--- config.mk ---
export PLATFORM = sky130hd
export DESIGN_NAME = ft245_rx_capture
export DESIGN_NICKNAME = d
export VERILOG_FILES = /design/src/rtl/ft_pkg.sv /design/src/rtl/ft_rx_skid_fifo.sv /design/src/rtl/ft245_rx_capture.sv
export SDC_FILE = /design/constraint.sdc
export NUM_CORES = 1
export LEC_CHECK = 0
export BUFFER_PORTS_ARGS = -buffer_cell sky130_fd_sc_hd__buf_2
export CAP_MARGIN = 20
export CORE_ASPECT_RATIO = 2
export CORE_MARGIN = 5
export CORE_UTILIZATION = 63
export CTS_CLUSTER_SIZE = 40
export DETAILED_ROUTE_END_ITERATION = 8
export PLACE_DENSITY = 0.84
export RECOVER_POWER = 25
export SYNTH_ARGS = -nofsm -noshare
export SYNTH_HDL_FRONTEND = slang
export SYNTH_SLANG_ARGS = --single-unit
--- constraint.sdc ---
create_clock -name ftdi_clk -period 4.6 [get_ports ftdi_clk]
set_clock_uncertainty 0.2 [all_clocks]
set_input_delay 0.92 -clock ftdi_clk [delete_from_list [all_inputs] [get_ports ftdi_clk]]
set_output_delay 0.92 -clock ftdi_clk [all_outputs]
set_load 0.01 [all_outputs]
--- src/rtl/ft_pkg.sv ---
// Shared definitions for the FT245 receive front end: FSM state encodings,
// FIFO entry layout and the buffer-claim helper.
package ft_pkg;

  // Read FSM owning OE#/RD# and the shared data bus
  typedef enum logic [1:0] {
    RD_IDLE    = 2'd0,
    RD_TURN    = 2'd1,
    RD_READ    = 2'd2,
    RD_RELEASE = 2'd3
  } rd_state_t;

  // Drain FSM feeding the ping-pong buffer write port
  typedef enum logic [0:0] {
    DR_IDLE = 1'b0,
    DR_FILL = 1'b1
  } dr_state_t;

  localparam int ENTRY_W = 9;
  localparam int SOF_BIT = 8;

  // Buffer 0 wins when both ping-pong halves are available
  function automatic logic [1:0] claim_buffer(input logic [1:0] ready);
    logic [1:0] grant;
    if (ready[0]) begin
      grant = 2'b01;
    end else if (ready[1]) begin
      grant = 2'b10;
    end else begin
      grant = 2'b00;
    end
    return grant;
  endfunction

endpackage

--- src/rtl/ft_rx_skid_fifo.sv ---
// Small synchronous skid FIFO (DEPTH x 9) between the FT245 capture point and
// the ping-pong buffer drain. Simultaneous push and pop are both honoured.
module ft_rx_skid_fifo
  import ft_pkg::*;
#(
  parameter int DEPTH = 4,
  parameter int OCC_W = $clog2(DEPTH) + 1
) (
  input  logic               clk,
  input  logic               rst,
  input  logic               i_push,
  input  logic [ENTRY_W-1:0] i_push_data,
  input  logic               i_pop,
  output logic [ENTRY_W-1:0] o_head,
  output logic [OCC_W-1:0]   o_occ,
  output logic               o_full,
  output logic               o_empty
);

  localparam int AW = $clog2(DEPTH);

  logic [ENTRY_W-1:0] r_mem [DEPTH];
  logic [AW-1:0]      r_wr_ptr;
  logic [AW-1:0]      r_rd_ptr;
  logic [OCC_W-1:0]   r_occ;
  logic               w_do_push;
  logic               w_do_pop;

  assign o_full    = (r_occ == OCC_W'(DEPTH));
  assign o_empty   = (r_occ == {OCC_W{1'b0}});
  assign o_occ     = r_occ;
  assign o_head    = r_mem[r_rd_ptr];
  assign w_do_push = i_push & (~o_full | i_pop);
  assign w_do_pop  = i_pop & ~o_empty;

  // Entry storage; contents need no reset because occupancy gates every read
  always_ff @(posedge clk) begin
    if (w_do_push) begin
      r_mem[r_wr_ptr] <= i_push_data;
    end
  end

  // Pointer and occupancy bookkeeping; reset empties the FIFO
  always_ff @(posedge clk) begin
    if (rst) begin
      r_wr_ptr <= {AW{1'b0}};
      r_rd_ptr <= {AW{1'b0}};
      r_occ    <= {OCC_W{1'b0}};
    end else begin
      if (w_do_push) r_wr_ptr <= r_wr_ptr + AW'(1);
      if (w_do_pop)  r_rd_ptr <= r_rd_ptr + AW'(1);
      case ({w_do_push, w_do_pop})
        2'b10:   r_occ <= r_occ + OCC_W'(1);
        2'b01:   r_occ <= r_occ - OCC_W'(1);
        default: r_occ <= r_occ;
      endcase
    end
  end

endmodule

--- src/rtl/ft245_rx_capture.sv ---
// FT245 synchronous-FIFO receive front end. Drives OE#/RD#, captures host bytes
// into a skid FIFO tagged with a start-of-frame bit, and drains them into the
// inbound ping-pong buffer. Optional macro FT_RX_HOLDOFF_EN delays release of a
// partially filled buffer until RXF# has been high for HOLDOFF_CYCLES cycles.
module ft245_rx_capture
  import ft_pkg::*;
#(
  parameter int SKID_DEPTH     = 4,
  parameter int HOLDOFF_CYCLES = 64
) (
  input  logic               ftdi_clk,
  input  logic               rst,
  input  logic [7:0]         ftdi_data_in,
  input  logic               ftdi_rxf_n,
  output logic               ftdi_oe_n,
  output logic               ftdi_rd_n,
  output logic               bus_req,
  input  logic               bus_grant,
  output logic               bus_busy,
  input  logic [1:0]         fifo_write_ready,
  output logic [1:0]         fifo_write_activate,
  input  logic [23:0]        fifo_write_size,
  output logic               fifo_write_strobe,
  output logic [ENTRY_W-1:0] fifo_write_data,
  output logic               overflow_err
);

  localparam int OCC_W = $clog2(SKID_DEPTH) + 1;
  localparam logic [OCC_W-1:0] OCC_REQ_MAX = OCC_W'(SKID_DEPTH - 2);
  localparam logic [OCC_W-1:0] OCC_RD_MAX  = OCC_W'(SKID_DEPTH - 1);

  rd_state_t          r_rd_state;
  dr_state_t          r_dr_state;
  logic               r_oe_n, r_rd_n, r_bus_req, r_bus_busy;
  logic               r_rxf_prev, r_sof_flag, r_overflow_err;
  logic [1:0]         r_activate;
  logic [23:0]        r_count, r_size;
  logic               r_strobe;
  logic [ENTRY_W-1:0] r_data;

  logic               w_capture, w_rxf_fall, w_pop, w_full, w_empty;
  logic               w_req_cond, w_rd_allow, w_idle_release;
  logic [ENTRY_W-1:0] w_push_data, w_head;
  logic [OCC_W-1:0]   w_occ, w_occ_next;

  assign ftdi_oe_n           = r_oe_n;
  assign ftdi_rd_n           = r_rd_n;
  assign bus_req             = r_bus_req;
  assign bus_busy            = r_bus_busy;
  assign fifo_write_activate = r_activate;
  assign fifo_write_strobe   = r_strobe;
  assign fifo_write_data     = r_data;
  assign overflow_err        = r_overflow_err;

  // A byte is taken on every edge where our registered RD# and RXF# are both low
  assign w_capture  = ~r_rd_n & ~ftdi_rxf_n;
  assign w_rxf_fall = r_rxf_prev & ~ftdi_rxf_n;
  assign w_pop      = (r_dr_state == DR_FILL) & ~w_empty & (r_count < r_size);
  assign w_req_cond = ~ftdi_rxf_n & (w_occ <= OCC_REQ_MAX);
  // Keep reading only while the byte captured next edge is guaranteed a slot
  assign w_rd_allow = (w_occ_next <= OCC_RD_MAX);

`ifdef FT_RX_HOLDOFF_EN
  localparam int HOLD_W = $clog2(HOLDOFF_CYCLES + 1);
  localparam logic [HOLD_W-1:0] HOLD_MAX = HOLD_W'(HOLDOFF_CYCLES);
  logic [HOLD_W-1:0] r_hold_cnt;

  // Count consecutive idle RXF# cycles, saturating at the holdoff time
  always_ff @(posedge ftdi_clk) begin
    if (rst || !ftdi_rxf_n) begin
      r_hold_cnt <= {HOLD_W{1'b0}};
    end else if (r_hold_cnt != HOLD_MAX) begin
      r_hold_cnt <= r_hold_cnt + HOLD_W'(1);
    end
  end

  assign w_idle_release = (r_rd_state == RD_IDLE) & ftdi_rxf_n & w_empty &
                          (r_count != 24'd0) & (r_hold_cnt == HOLD_MAX);
`else
  localparam int HOLDOFF_UNUSED = HOLDOFF_CYCLES;
  assign w_idle_release = (r_rd_state == RD_IDLE) & ftdi_rxf_n & w_empty &
                          (r_count != 24'd0);
`endif

  // Build the skid entry: host byte plus start-of-frame tag
  always_comb begin
    w_push_data          = {1'b0, ftdi_data_in};
    w_push_data[SOF_BIT] = r_sof_flag | w_rxf_fall;
  end

  // Occupancy as it will stand after this edge's push/pop
  always_comb begin
    w_occ_next = w_occ;
    case ({w_capture, w_pop})
      2'b10:   w_occ_next = w_occ + OCC_W'(1);
      2'b01:   w_occ_next = w_occ - OCC_W'(1);
      default: w_occ_next = w_occ;
    endcase
  end

  ft_rx_skid_fifo #(.DEPTH(SKID_DEPTH), .OCC_W(OCC_W)) u_skid (
    .clk         (ftdi_clk),
    .rst         (rst),
    .i_push      (w_capture),
    .i_push_data (w_push_data),
    .i_pop       (w_pop),
    .o_head      (w_head),
    .o_occ       (w_occ),
    .o_full      (w_full),
    .o_empty     (w_empty)
  );

  // Read FSM: bus arbitration, OE# turnaround and flow-controlled RD#
  always_ff @(posedge ftdi_clk) begin
    if (rst) begin
      r_rd_state <= RD_IDLE;
      r_oe_n     <= 1'b1;
      r_rd_n     <= 1'b1;
      r_bus_req  <= 1'b0;
      r_bus_busy <= 1'b0;
    end else begin
      case (r_rd_state)
        RD_IDLE: begin
          r_rd_n <= 1'b1;
          if (w_req_cond && bus_grant) begin
            r_rd_state <= RD_TURN;
            r_oe_n     <= 1'b0;
            r_bus_busy <= 1'b1;
            r_bus_req  <= 1'b1;
          end else begin
            r_oe_n     <= 1'b1;
            r_bus_busy <= 1'b0;
            r_bus_req  <= w_req_cond;
          end
        end
        RD_TURN: begin
          r_rd_state <= RD_READ;
          r_rd_n     <= ~w_rd_allow;
        end
        RD_READ: begin
          if (ftdi_rxf_n || (w_full && (r_dr_state == DR_IDLE))) begin
            r_rd_state <= RD_RELEASE;
            r_rd_n     <= 1'b1;
            r_bus_req  <= 1'b0;
          end else begin
            r_rd_n <= ~w_rd_allow;
          end
        end
        RD_RELEASE: begin
          r_rd_state <= RD_IDLE;
          r_rd_n     <= 1'b1;
          r_oe_n     <= 1'b1;
          r_bus_busy <= 1'b0;
          r_bus_req  <= 1'b0;
        end
        default: begin
          r_rd_state <= RD_IDLE;
          r_rd_n     <= 1'b1;
          r_oe_n     <= 1'b1;
          r_bus_busy <= 1'b0;
          r_bus_req  <= 1'b0;
        end
      endcase
    end
  end

  // SOF tracker and sticky overflow flag; a capture on the fall edge keeps sof
  always_ff @(posedge ftdi_clk) begin
    if (rst) begin
      r_rxf_prev     <= 1'b1;
      r_sof_flag     <= 1'b0;
      r_overflow_err <= 1'b0;
    end else begin
      r_rxf_prev <= ftdi_rxf_n;
      if (w_capture) begin
        r_sof_flag <= 1'b0;
      end else if (w_rxf_fall) begin
        r_sof_flag <= 1'b1;
      end
      if (w_capture && w_full) begin
        r_overflow_err <= 1'b1;
      end
    end
  end

  // Drain FSM: claim a ping-pong buffer, fill it from the skid FIFO, release it
  always_ff @(posedge ftdi_clk) begin
    if (rst) begin
      r_dr_state <= DR_IDLE;
      r_activate <= 2'b00;
      r_count    <= 24'd0;
      r_size     <= 24'd0;
      r_strobe   <= 1'b0;
      r_data     <= {ENTRY_W{1'b0}};
    end else begin
      r_strobe <= w_pop;
      if (w_pop) begin
        r_data <= w_head;
      end
      case (r_dr_state)
        DR_IDLE: begin
          if (fifo_write_ready != 2'b00) begin
            r_activate <= claim_buffer(fifo_write_ready);
            r_count    <= 24'd0;
            r_size     <= fifo_write_size;
            r_dr_state <= DR_FILL;
          end else begin
            r_activate <= 2'b00;
          end
        end
        DR_FILL: begin
          if (w_pop) begin
            r_count <= r_count + 24'd1;
          end else if ((r_count == r_size) || w_idle_release) begin
            r_activate <= 2'b00;
            r_dr_state <= DR_IDLE;
          end
        end
        default: begin
          r_activate <= 2'b00;
          r_dr_state <= DR_IDLE;
        end
      endcase
    end
  end

endmodule

Word level (Yosys, flattened, before mapping) --
Memory sizes are Yosys's and may differ from the RTL's. A register that Yosys moved wholly into a read port is not among the register bits. Cells that the tools add are included.
Storage, ports and cells: flip-flop bits (word level) 68, bits in writable memories 36, bits of input ports 38, output and inout port bits 17, logic and storage cells 106, memories 1
Memories:
- u_skid.r_mem | depth 4, bits a word 9, read ports 1, clocked after Yosys merged registers in 1, wr ports 1, line ft_rx_skid_fifo.sv:22 | logic [ENTRY_W-1:0] r_mem [DEPTH];
Operators by class: $add $sub $neg 5, $lt $le $gt $ge 3, eq/ne operators 15, muxes and demuxes 29, bitwise logic cells 18, reductions and logical operators 19
Operators by type and width (count):
- two-way mux 24 bit | 2
- one-hot mux 24 bit (2 select lines) | 1
- adder 24 x 1 -> 24 bit, second input constant | 1
- equality test 24 bit | 1
- less-than comparator 24 bit | 1
- nonzero test 24 bit | 1
- two-way mux 2 bit | 7
- one-hot mux 3 bit (2 select lines) | 2
- AND 1 bit | 10
- two-way mux 1 bit | 10
- AND reduction 2 bit | 5
- equality test 2 bit, second input constant | 4
- inequality test 2 x 1 -> 1 bit, second input constant | 4
- one-hot mux 2 bit (4 select lines) | 1
- equality test 2 x 1 -> 1 bit, second input constant | 3
- <= comparator 3 x 2 -> 1 bit, second input constant | 2
- NOT 1 bit | 6
- one-hot mux 1 bit (2 select lines) | 3
- one-hot mux 1 bit (3 select lines) | 2
- nonzero test 2 bit | 3
- adder 2 x 1 -> 2 bit, second input constant | 2
- inequality test 2 bit, second input constant | 2
- one-hot mux 2 bit (2 select lines) | 1
- OR reduction 2 bit | 2
- other kinds (9) | 13

Logic depth before layout (Yosys ltp) --
Gate-level depths: netlist (run 1).
word-level depth 10, gate-level depth with buffers 13, gate-level depth less buffers 12

Cells and area by module --
Synthesis (run 1) repeated with hierarchy kept, for this count alone.
Second synthesis, totals: cell total of the unflattened synthesis 570, area total of the unflattened synthesis 5582.9 um2
Modules (own cells, without submodules):
- ft245_rx_capture | instances 1, cells an instance 469, area an instance 3794.9 um2, sequential area each 1401.3 um2
- ft_rx_skid_fifo | instances 1, cells an instance 101, area an instance 1788.0 um2, sequential area each 1261.2 um2

Worst setup path after synthesis (run 1) --
OpenSTA, ideal clock, no wires.
kind reg2reg, start reg r_size[23], end reg u_skid.r_occ[2] (netlist: u_skid.o_occ[2]), setup time 0.070 ns, data arrival time 2.686 ns, slack 1.643 ns, cell stages (with the launch flop) 13, buffers on the path 2, cells stage by stage dfxtp_1 inv_1 ha_1 nand4_1 nor4_1 o21ai_2 nand3_4 buf_6 buf_2 inv_1 ha_1 or3_1 a21oi_1
Between the ends: elaborated cells between the ends (all ways) 9, classes of those cells order compare (1); eq/ne (2); mux (1); bitwise (4); reduce/logical (1)
RTL lines:
- from (decl) | line ft245_rx_capture.sv:37 | logic [23:0] r_count, r_size;
- from (signal assigned) | line ft245_rx_capture.sv:205 | r_size <= fifo_write_size;
- less-than comparator 24 bit (*) | line ft245_rx_capture.sv:58 | assign w_pop = (r_dr_state == DR_FILL) & ~w_empty & (r_count < r_size);
- AND 1 bit (*) | line ft245_rx_capture.sv:58
- AND 1 bit (*) | line ft_rx_skid_fifo.sv:34 | assign w_do_pop = i_pop & ~o_empty;
- named net u_skid.w_do_pop | line ft_rx_skid_fifo.sv:27 | logic w_do_pop;
- equality test 2 x 1 -> 1 bit / equality test 2 bit (equally long branches) | line ft_rx_skid_fifo.sv:52 | case ({w_do_push, w_do_pop})
- one-hot mux 3 bit (2 select lines) / nonzero test 2 bit (equally long branches)
- to (signal assigned) | line ft_rx_skid_fifo.sv:53 | 2'b10: r_occ <= r_occ + OCC_W'(1);
- to (signal assigned) | line ft_rx_skid_fifo.sv:54 | 2'b01: r_occ <= r_occ - OCC_W'(1);
- to (signal assigned) | line ft_rx_skid_fifo.sv:55 | default: r_occ <= r_occ;
- to (decl) | line ft_rx_skid_fifo.sv:25 | logic [OCC_W-1:0] r_occ;
Mark *: on every way through the listed nets, which the timed path passes. The rest lies on a longest branch. A chain may end at the register's enable or synchronous reset.

==> results.md, run 1 <==
- Worst slew margin: -0.621
- Flops & latches, synth: between 100 and 150
- Grt total ovfl: 0
- ANT nets after route: 0
- Post-Synth XOR/XNOR Area: 0.0129
- Hold Slack: roughly 0.25 ns
- H-tree Lvls: 4
- Largest family of logic cells by synthesized area: simple AND/OR/NAND/NOR gates
- Avg WL per Cell: 18.2 um
- ANT cells: 0
- Core Area: between 8000 and 9000 um^2
- Port Buffer Count: 54
- Yosys cell types: between 50 and 60
- Largest net degree at the start of global routing: 55
- Chip Height: between 100 and 150 um
- Fmax: around 260 MHz
- Async SR Flop Fraction: 0
- CTS Root Cell: clkbuf_16
- Cts repair resizes: 0
- Initial drt markers: 363
- EDFF count, synth: 36
- Setup ws final: 0.732 ns
- Area contributors post-synth: dfxtp_1, edfxtp_1, ha_1
- Vias: roughly 4400
- Failing checks: capacitance limit, slew limit
- TNS Setup: 0 ns
- Startpoint Class: input port
- Vias in the first global route: between 4000 and 5000
- Post-synthesis area per instance: between 9 and 10 um^2
- Die Span X: approximately 76 um
- Leak: between 0.002 and 0.0025 uW
- Nets: ~680
- Max-Cap Viols: 1
- CTS Buf Count: 17
- Mapped Area: 5450 um^2
- Row count: 48
- RSZ-0062 raised after global routing: false
- Post-Synth Simple-Gate Area: 0.181
- CTS Sinks: about 110
- Compound-Gate Fraction of Synth Area: 0.119
- Antenna violations before repair: 0
- Post-synth top area share: 0.283
- Worst-Margin Slew: 2.43 ns
- Worst Hold Class: register to register
- Post-synthesis adder-cell area fraction: 0.0942
- Final-report hold violation count: 0
- Vias per inst: 6.08
- Syn Inst Count: 550
- DRT Pass-1 Iters: 5
- Synth area leader: dfxtp_1
- Required @ worst endpoint: between 4 and 5 ns
- Crit. End Element: register
- Register area share after synthesis: 0.481
- Post-CTS Hold Buffers: 0
- Area grow syn2layout: 16.4%
- DRC Markers: 0
- CP Max Fanout: 54
- Fraction of final layout cells sized beyond drive strength 1: 0.157
- First-pass GRT wire length: 21700 um
- Worst slack, placed: 1.03 ns
- Finish-stage setup viols: 0
- Final GP Congestion: between 0.8 and 0.9
- Fillers: 593
- Initial Util: 0.639
- Max rail drop VDD: around 0.00042 V
- Routed wire length: about 13000 um
- Slew Limit Fails: between 50 and 60
- Total track usage: 0.272
- Status: complete, but fails checks
- Period utilization: 0.841
- Power per Cell Area: around 500 nW/um^2
- Post-CTS setup buffer count: 0
- CTS tree: done
- Net count after synthesis: ~630
- Crit path DAT: about 4.0 ns
- Main synth FF type: dfxtp_1
- Clock transition at the registers of the reported paths: 0.06 ns
- Clk Latency, worst-skew pair: ~0.42 ns
- Clock Tree Buf Depth: 2
- Warnings, synthesis: 0
- Final Critical Period: 3.87 ns
- Mux cell area share after synthesis: 0.0632
- Io pins: between 50 and 60
- DPL Wire Length: about 9000 um
- Die area: between 10000 and 15000 um^2
- Crit path kind: input port to register
## per-layer routing
| layer | vias up | track usage | wire, um |
|---|---|---|---|
| li1 | 2090 | - | - |
| met1 | 2040 | 0.288 | 4540 |
| met2 | 169 | 0.457 | 7010 |
| met3 | 64 | 0.0695 | 645 |
| met4 | 0 | 0.176 | 854 |
| met5 | - | 0 | 0 |
## cell usage in the layout, fill, tap and decap left out, drive strengths merged, types with 9 or more instances in the layout
| cell | n |
|---|---|
| ha | 41 |
| clkbuf | 29 |
| nor4 | 9 |
| buf | 46 |
| nand2 | 84 |
| a21oi | 54 |
| o21ai | 11 |
| nand3 | 11 |
| mux4 | 9 |
| o31ai | 11 |
| nor2 | 35 |
| nand4 | 10 |
| dfxtp | 77 |
| mux2i | 13 |
| edfxtp | 36 |
| or4 | 11 |
| inv | 48 |
## sequential cells by signal, indices dropped and copies added (netlist names), 2 cells and up
name,count
fifo_write_activate,2
u_skid.o_occ,3
fifo_write_data,9
r_size,24
r_rd_state,2
u_skid.r_wr_ptr,2
u_skid.r_mem,36
u_skid.r_rd_ptr,2
r_count,24
## synthesized netlist by cell type (5+ instances only)
master	count
nor4_1	8
dfxtp_1	77
and3_1	5
a211oi_1	5
inv_1	43
o31ai_1	11
a21oi_1	54
edfxtp_1	36
nand2_1	84
xnor2_1	5
nand4_1	10
ha_1	41
mux2i_1	13
mux4_2	9
and4_1	5
or3_1	6
clkbuf_1	11
nand3_1	10
nor2_1	35
and2_1	5
or4_1	11
o21ai_0	9
## through the flow
step                std cells   util  instance area (um^2)  power, uW
floorplan                 550      -                  5450       1670
global placement          686  0.677                  5770       1810
detailed placement        686  0.677                  5770       1840
CTS                       718  0.745                  6360       3140
global route              718  0.743                  6340       3270
finish                    718  0.743                  6340       3120
## cell families after synthesis
group                      count (synthesis)
muxes                                     23
AOI/OAI and AO/OA                        102
buffers and inverters                     65
adders and majority gates                 41
DFF                                      113
and+or+nand+nor                          198
xor gates and xnor gates                   8
## layout make-up
type                       instances  area, um^2  share of cell area
clock buffer                      18         429              0.0677
timing repair buffer              57         277              0.0436
tap                              100         125              0.0197
multi-input combinational        372        2560               0.405
clock inverter                    14         156              0.0247
inverter                          44         165              0.0261
sequential                       113        2620               0.414
## power by group
group	internal [uW]	leakage, uW	switching [uW]	total [uW]
clock network	802	0.000274	482	1280
logic	256	0.00121	372	628
registers	1130	0.000953	82.8	1210
## final timing paths
| check | from | endpoint | slack, ns | depth (start not counted) |
|---|---|---|---|---|
| worst max-delay path | rst | r_count[19]$_SDFFE_PP0P_ | 0.73 | 5 |
| worst min-delay path | r_size[20]$_SDFFE_PP0P_ | r_size[20]$_SDFFE_PP0P_ | 0.25 | 2 |
| worst max register to register | r_count[15]$_SDFFE_PP0P_ | u_skid.o_occ[2]$_SDFFE_PP0P_ | 0.86 | 10 |
| worst min register to register | r_size[20]$_SDFFE_PP0P_ | r_size[20]$_SDFFE_PP0P_ | 0.25 | 2 |
## worst max-delay path, stage by stage
cell      delay, ns
clkbuf_1       0.13
clkbuf_1       1.75
nor2_1         0.63
o311ai_0       0.34
o41ai_1        0.16
(Power assumes the default switching activity.)
==> run 2: changes to the inputs <==
--- a/config.mk
+++ b/config.mk
@@ -9,10 +9,10 @@
 export CAP_MARGIN = 20
 export CORE_ASPECT_RATIO = 2
 export CORE_MARGIN = 5
-export CORE_UTILIZATION = 63
+export CORE_UTILIZATION = 59
 export CTS_CLUSTER_SIZE = 40
 export DETAILED_ROUTE_END_ITERATION = 8
-export PLACE_DENSITY = 0.84
+export PLACE_DENSITY = 0.8
 export RECOVER_POWER = 25
 export SYNTH_ARGS = -nofsm -noshare
 export SYNTH_HDL_FRONTEND = slang
==> constraint.sdc (replaced) <==
create_clock -name ftdi_clk -period 3.6 [get_ports ftdi_clk]
set_clock_uncertainty 0.2 [all_clocks]
set_input_delay 0.72 -clock ftdi_clk [delete_from_list [all_inputs] [get_ports ftdi_clk]]
set_output_delay 0.72 -clock ftdi_clk [all_outputs]
set_load 0.01 [all_outputs]
==> run 2 against run 1 <==
  * The flow now finishes without violations
  * Worst hold slack about the same
  * Worst setup slack worse by 0.40 ns
  * First-iteration DRC count rose by 9.9%
  * Sequential power increased by 28%
  * Routed wire length is 0.65% higher
  * Via count is 0.66% higher
  * Sequential share of layout area shrank 0.28 points
  * Combinational power up 31%
==> results.md, run 2 (same netlist as run 1, synthesis figures left out) <==
- Crit. End Element: register
- Finish-stage setup viols: 0
- First-pass GRT wire length: approximately 22000 um
- Antenna violations before repair: 0
- Reg2reg setup slack: 0.33 ns
- Footprint of the multi-input gates: 2560 um^2
- DRT Pass-1 Iters: 5
- Final core occ: 0.708
- Crit path DAT: 3.40 ns
- H-tree Lvls: 4
- Status: completed
- Leak: approximately 0.0025 uW
- Clock transition at the registers of the reported paths: approximately 0.06 ns
- Storage element area: 2620 um^2
- Nets: 687
- Placed cell count: slightly below 700
- R2R depth: 10
- Die Span X: 77.9 um
- Crit path kind: register to register
- Avg WL per Cell: about 18 um
- Internal power: around 2800 uW
- Most frequent cells in the layout: nand2_1, dfxtp_1, a21oi_1
- Period utilization: 0.908
- Grt total ovfl: 0
- Largest net degree at the start of global routing: 55
- Initial Util: 0.604
- Area grow syn2layout: 17.2%
- Setup ws final: 0.332 ns
- Clock Tree Buf Depth: 2
- Combinational share of power: 0.202
- ANT cells: 0
- Final Critical Period: ~3.3 ns
- CP Max Fanout: 15
- Port Buffer Count: 54
- Fraction of final layout cells sized beyond drive strength 1: 0.163
- Initial drt markers: about 400
- Fmax: ~310 MHz
- Largest registers: u_skid.r_mem: 36 flops, r_count: 24 flops, r_size: 24 flops
- Hold_sp: r_size[19]$_SDFFE_PP0P_
- Most common cell after layout, fill and taps aside: nand2_1
- Worst-Margin Slew: ~1.3 ns
- CTS Sinks: ~110
- Fillers: 625
- CTS Root Cell: clkbuf_16
- Final-report hold violation count: 0
- CTS Buf Count: 17
- Worst hold stages: 2
- Total power: slightly above 4000 uW
- Clock share of power: 0.419
- Post-CTS Hold Buffers: 0
- CTS tree: done
- Cts repair resizes: 0
- RR Startpoint: r_count[15]$_SDFFE_PP0P_
- Die area: about 11000 um^2
- Io pins: 55
- Power per Cell Area: ~640 nW/um^2
- RR Endpoint: u_skid.o_occ[2]$_SDFFE_PP0P_
- TNS Setup: 0 ns
- Max rail drop VDD: 0.000531 V
- DRC Markers: 0
- RSZ-0062 raised after global routing: false
- Vias in the first global route: 4620
- Net Switching: between 1000 and 1500 uW
- Required @ worst endpoint: approximately 3.7 ns
- Worst slew margin: 0.155
- DPL Wire Length: between 8000 and 9000 um
- Max-Cap Viols: 0
- Sw frac: 0.305
- Routed wire length: 13100 um
- Worst slack, placed: 0.465 ns
- Core Area: about 9000 um^2
- Max reg flops: 36
- Hold EP: r_size[19]$_SDFFE_PP0P_
- Final GP Congestion: 0.921
- Vias: about 4400
- Worst Hold Class: register to register
- Chip Height: roughly 150 um
- ANT nets after route: 0
- Row count: 49
- Biggest register: u_skid.r_mem
- Slew Limit Fails: 0
- Startpoint Class: register
- Total track usage: 0.242
- Post-CTS setup buffer count: 0
- Sequential power share: 0.379
- Clk Latency, worst-skew pair: 0.42 ns
- Vias per inst: slightly above 6
- Post-Layout Cell Count: ~720
## run 2: changes by cell type in the layout (fill, tap and decap cells not counted), sizes merged
| cell | delta |
|---|---|
| clkinv | -4 |
| clkinvlp | -2 |
| buf | +3 |
| inv | +6 |
## run 2: how the worst max path moves through the flow
stage | start | to | cells after the start
floorplan | r_size[23]$_SDFFE_PP0P_ | u_skid.o_occ[2]$_SDFFE_PP0P_ | 12
global placement | r_count[19]$_SDFFE_PP0P_ | ftdi_rd_n$_SDFF_PP1_ | 11
detailed placement | r_count[19]$_SDFFE_PP0P_ | ftdi_rd_n$_SDFF_PP1_ | 11
CTS | r_count[15]$_SDFFE_PP0P_ | u_skid.o_occ[2]$_SDFFE_PP0P_ | 10
global route | r_count[19]$_SDFFE_PP0P_ | ftdi_rd_n$_SDFF_PP1_ | 11
finish | r_count[15]$_SDFFE_PP0P_ | u_skid.o_occ[2]$_SDFFE_PP0P_ | 10
## run 2: cell type report
cell class	instances	area share
Clock buffer	18	0.0688
Clock inverter	14	0.0259
Inverter	44	0.0259
Multi-Input combinational cell	372	0.402
Sequential cell	113	0.411
Tap cell	102	0.0200
Timing Repair Buffer	60	0.0468
## run 2: worst max-delay path, stage by stage, from the launching register on
cell,delay [ns]
dfxtp_1,0.48
ha_1,0.31
a21oi_1,0.14
o21ai_0,0.18
a221oi_4,0.36
nand3_4,0.21
a31oi_1,0.29
inv_1,0.08
ha_1,0.37
or3_1,0.40
a21oi_1,0.17
## run 2: per-stage QoR
step	instance area, um^2	hold WS, ns
floorplan	5450	0.236
global placement	5800	0.238
detailed placement	5800	0.246
CTS	6400	0.254
global route	6380	0.272
finish	6380	0.253
## run 2: per-layer routing
layer | global-route usage | routed length (um)
met1 | 0.257 | 4910
met2 | 0.423 | 7060
met3 | 0.0669 | 615
met4 | 0.129 | 557
met5 | 0 | 0
## run 2: power groups by stage
stage	Clock, uW	Combinational (uW)	Sequential [uW]
after detailed placement	0	803	1570
final	1710	824	1550
after CTS	1730	822	1550
after floorplan	0	599	1540
after global placement	0	773	1560
after global routing	1800	904	1560
==> run 3: changes to the inputs <==
--- a/config.mk
+++ b/config.mk
@@ -16,4 +16,5 @@
 export RECOVER_POWER = 25
 export SYNTH_ARGS = -nofsm -noshare
 export SYNTH_HDL_FRONTEND = slang
+export SYNTH_HIERARCHICAL = 1
 export SYNTH_SLANG_ARGS = --single-unit
==> run 3 against run 2 <==
  * Register-to-register slack worse by 0.26 ns
  * Combinational power is 36% lower
  * Sequential share of layout area is 1.3 points lower
  * Flip-flop and latch count is 2 higher
  * Worst hold slack better by 0.0028 ns
  * Worst setup slack worse by 0.26 ns
  * Synthesized area is 2.5% higher
  * Critical path type unchanged
==> results.md, run 3 <==
- Port Buffer Count: 54
- RR Startpoint: r_count[18]$_SDFFE_PP0P_
- Main synth FF type: dfxtp_1
- Row count: 50
- Clock Tree Buf Depth: 2
- Crit path DAT: roughly 3.6 ns
- Grt peak-use layer: met2
- Crit. End Element: register
- First-pass GRT wire length: around 23000 um
- Clock share of power: 0.465
- Post-Layout Cell Count: 756
- CP Max Fanout: 6
- Initial Util: 0.599
- Chip Height: 148 um
- Largest net degree at the start of global routing: 51
- Largest registers: u_skid/r_mem: 36 flops, r_count: 24 flops, r_size: 24 flops
- Final core occ: 0.718
- Power per Cell Area: approximately 560 nW/um^2
- Post-synth top cells: dfxtp_1, a21oi_1, nand2_1, inv_1
- Grt total ovfl: 0
- Fmax: 283 MHz
- Status: completed
- Most common cell after layout, fill and taps aside: dfxtp_1
- Syn Inst Count: 570
- DPL Wire Length: ~9800 um
- Final Critical Period: 3.53 ns
- ANT nets after route: 0
- Period utilization: 0.981
- Net Switching: ~1100 uW
- Max rail drop VDD: ~0.00054 V
- CTS Sinks: 115
- Sw frac: 0.284
- Worst-Margin Slew: roughly 1.3 ns
- Antenna violations before repair: 0
- GR Util met2: 0.477
- Crit path kind: register to register
- ANT cells: 0
- Routed wire length: between 10000 and 15000 um
- Register area share after synthesis: 0.477
- Finish-stage setup viols: 0
- DRC Markers: 0
- Fraction of final layout cells sized beyond drive strength 1: 0.216
- Core Area: a little over 9000 um^2
- Critical-path top delay cell: dfxtp_1
- Flops & latches, synth: roughly 120
- CTS Root Cell: clkbuf_16
- CTS Buf Count: 17
- Hold_sp: r_size[2]$_SDFFE_PP0P_
- Biggest register: u_skid/r_mem
- Post-Synth Simple-Gate Area: 0.194
- Synth area leader: dfxtp_1
- Startpoint Class: register
- Most common cell in the netlist: dfxtp_1
- R2R depth: 14
- Hold EP: r_size[2]$_SDFFE_PP0P_
- Met1 Use GR: 0.247
- Mux cell area share after synthesis: 0.0462
- Max incr delay on CP: 0.37 ns
- Post-synthesis area per instance: about 9.8 um^2
- Worst slew margin: 0.160
- Area contributors post-synth: dfxtp_1, edfxtp_1, ha_1
- Post-synth top area share: 0.283
- Compound-Gate Fraction of Synth Area: 0.135
- EDFF count, synth: 36
- Internal power: 2680 uW
- Initial drt markers: around 440
- Slew Limit Fails: 0
- Max-Cap Viols: 0
- Required @ worst endpoint: ~3.7 ns
- Clk Latency, worst-skew pair: between 0.4 and 0.5 ns
- Most frequent cells in the layout: dfxtp_1, a21oi_1, nand2_1
- Worst path cell trace: ha_1, nand4_1, nor4_4, and3_4, and2b_4, nor2_4, ha_2, fa_2, xnor2_2, nor2_2, xnor2_2, o2bb2ai_1, a22oi_1, or2_2
- Final GP Congestion: 0.910
- Vias: around 4700
- Mapped Area: between 5000 and 6000 um^2
- Die Span X: between 70 and 80 um
- Placed cell count: about 720
- Yosys cell types: 60
- Largest family of logic cells by synthesized area: simple AND/OR/NAND/NOR gates
- DRT Pass-1 Iters: 8
- CTS tree: done
- H-tree Lvls: 4
- Max reg flops: 36
- Vias in the first global route: about 4900
- Total track usage: 0.255
- Warnings, synthesis: 6
- Async SR Flop Fraction: 0
- Sequential power share: 0.395
- Vias per inst: between 6 and 7
- RR Endpoint: ftdi_rd_n$_SDFF_PP1_
- Area grow syn2layout: 19.8%
- Post-Synth XOR/XNOR Area: 0.00784
- Io pins: 55
- Net count after synthesis: 646
- M3 GR Usage: 0.0409
- Final-report hold violation count: 0
- Avg WL per Cell: 18.9 um
- Clock transition at the registers of the reported paths: approximately 0.06 ns
- Worst Hold Class: register to register
- Dominant cell type by count on the critical path: xnor2_2
- Post-synthesis adder-cell area fraction: 0.0879
- Leak: around 0.0025 uW
- Worst hold stages: 2
- Die area: roughly 12000 um^2
- Nets: between 700 and 800
- Combinational share of power: 0.140
- Fillers: around 640
- Reg2reg setup slack: 0.07 ns
## run 3: power by group through the flow
stage / sequential, uW / combinational [uW] / clock [uW]
after floorplan: 1500 / 337 / 0
after global placement: 1500 / 469 / 0
after detailed placement: 1500 / 493 / 0
after CTS: 1480 / 508 / 1750
after global routing: 1490 / 581 / 1820
final: 1480 / 525 / 1740
## run 3: per-layer routing
| metal | up-vias | share of wire |
|---|---|---|
| met1 | 2248 | 0.33 |
| met5 | - | 0 |
| met4 | 0 | 0.051 |
| met3 | 67 | 0.052 |
| li1 | 2205 | - |
| met2 | 213 | 0.56 |
## run 3: layout make-up
cell class	instances	area (um^2)	area share
sequential	115	2660	0.398
clock buffer	17	425	0.0636
clock inverter	15	184	0.0275
multi-input combinational	387	2690	0.403
timing repair buffer	80	450	0.0673
inverter	38	143	0.0213
tap	104	130	0.0195
## run 3: cell families after synthesis
family / count (synthesis)
AO/OA/AOI/OAI: 127
XOR/XNOR: 5
adder cells (fa/ha/maj): 38
AND/OR/NAND/NOR: 203
multiplexers: 14
flip-flops: 115
buffers and inverters: 68
## run 3: what timing repair did
| item | 4_1_cts | 5_1_grt |
|---|---|---|
| buffers inserted | 1 | 4 |
| pin swaps | 1 | 9 |
| resized for setup | 2 | 10 |
| setup endpoints to repair | 1 | 2 |
| hold buffers | 0 | 0 |
## run 3: how the worst max path moves through the flow
stage | from | end | slack [ns] | depth (start not counted)
after floorplan | r_count[19]$_SDFFE_PP0P_ | u_skid/o_occ[2]$_SDFFE_PP0P_ | 0.006 | 17
after global placement | r_count[19]$_SDFFE_PP0P_ | ftdi_rd_n$_SDFF_PP1_ | 0.16 | 14
after detailed placement | r_count[19]$_SDFFE_PP0P_ | ftdi_rd_n$_SDFF_PP1_ | 0.05 | 14
after CTS | r_count[19]$_SDFFE_PP0P_ | ftdi_rd_n$_SDFF_PP1_ | 0.0008 | 14
after global routing | r_count[18]$_SDFFE_PP0P_ | ftdi_rd_n$_SDFF_PP1_ | -0.03 | 14
final | r_count[18]$_SDFFE_PP0P_ | ftdi_rd_n$_SDFF_PP1_ | 0.07 | 14
## run 3: critical path: cells and delay by family (launching register included)
kind,cells,cell delay (ns)
fa+ha+maj,3,0.89
compound gates,2,0.23
simple gates,7,1.43
xor+xnor,2,0.29
flops,1,0.37
## run 3: per-stage QoR
step | total power [uW] | instance area [um^2] | hold WS (ns) | TNS, ns | worst slack [ns]
6_report | 3740 | 6690 | 0.256 | 0 | 0.0682
5_1_grt | 3890 | 6690 | 0.275 | -0.0531 | -0.0347
4_1_cts | 3740 | 6630 | 0.256 | 0 | 0.000760
3_5_place_dp | 2000 | 6000 | 0.247 | 0 | 0.0499
3_3_place_gp | 1970 | 6000 | 0.242 | 0 | 0.161
2_1_floorplan | 1840 | 5590 | 0.236 | 0 | 0.00642
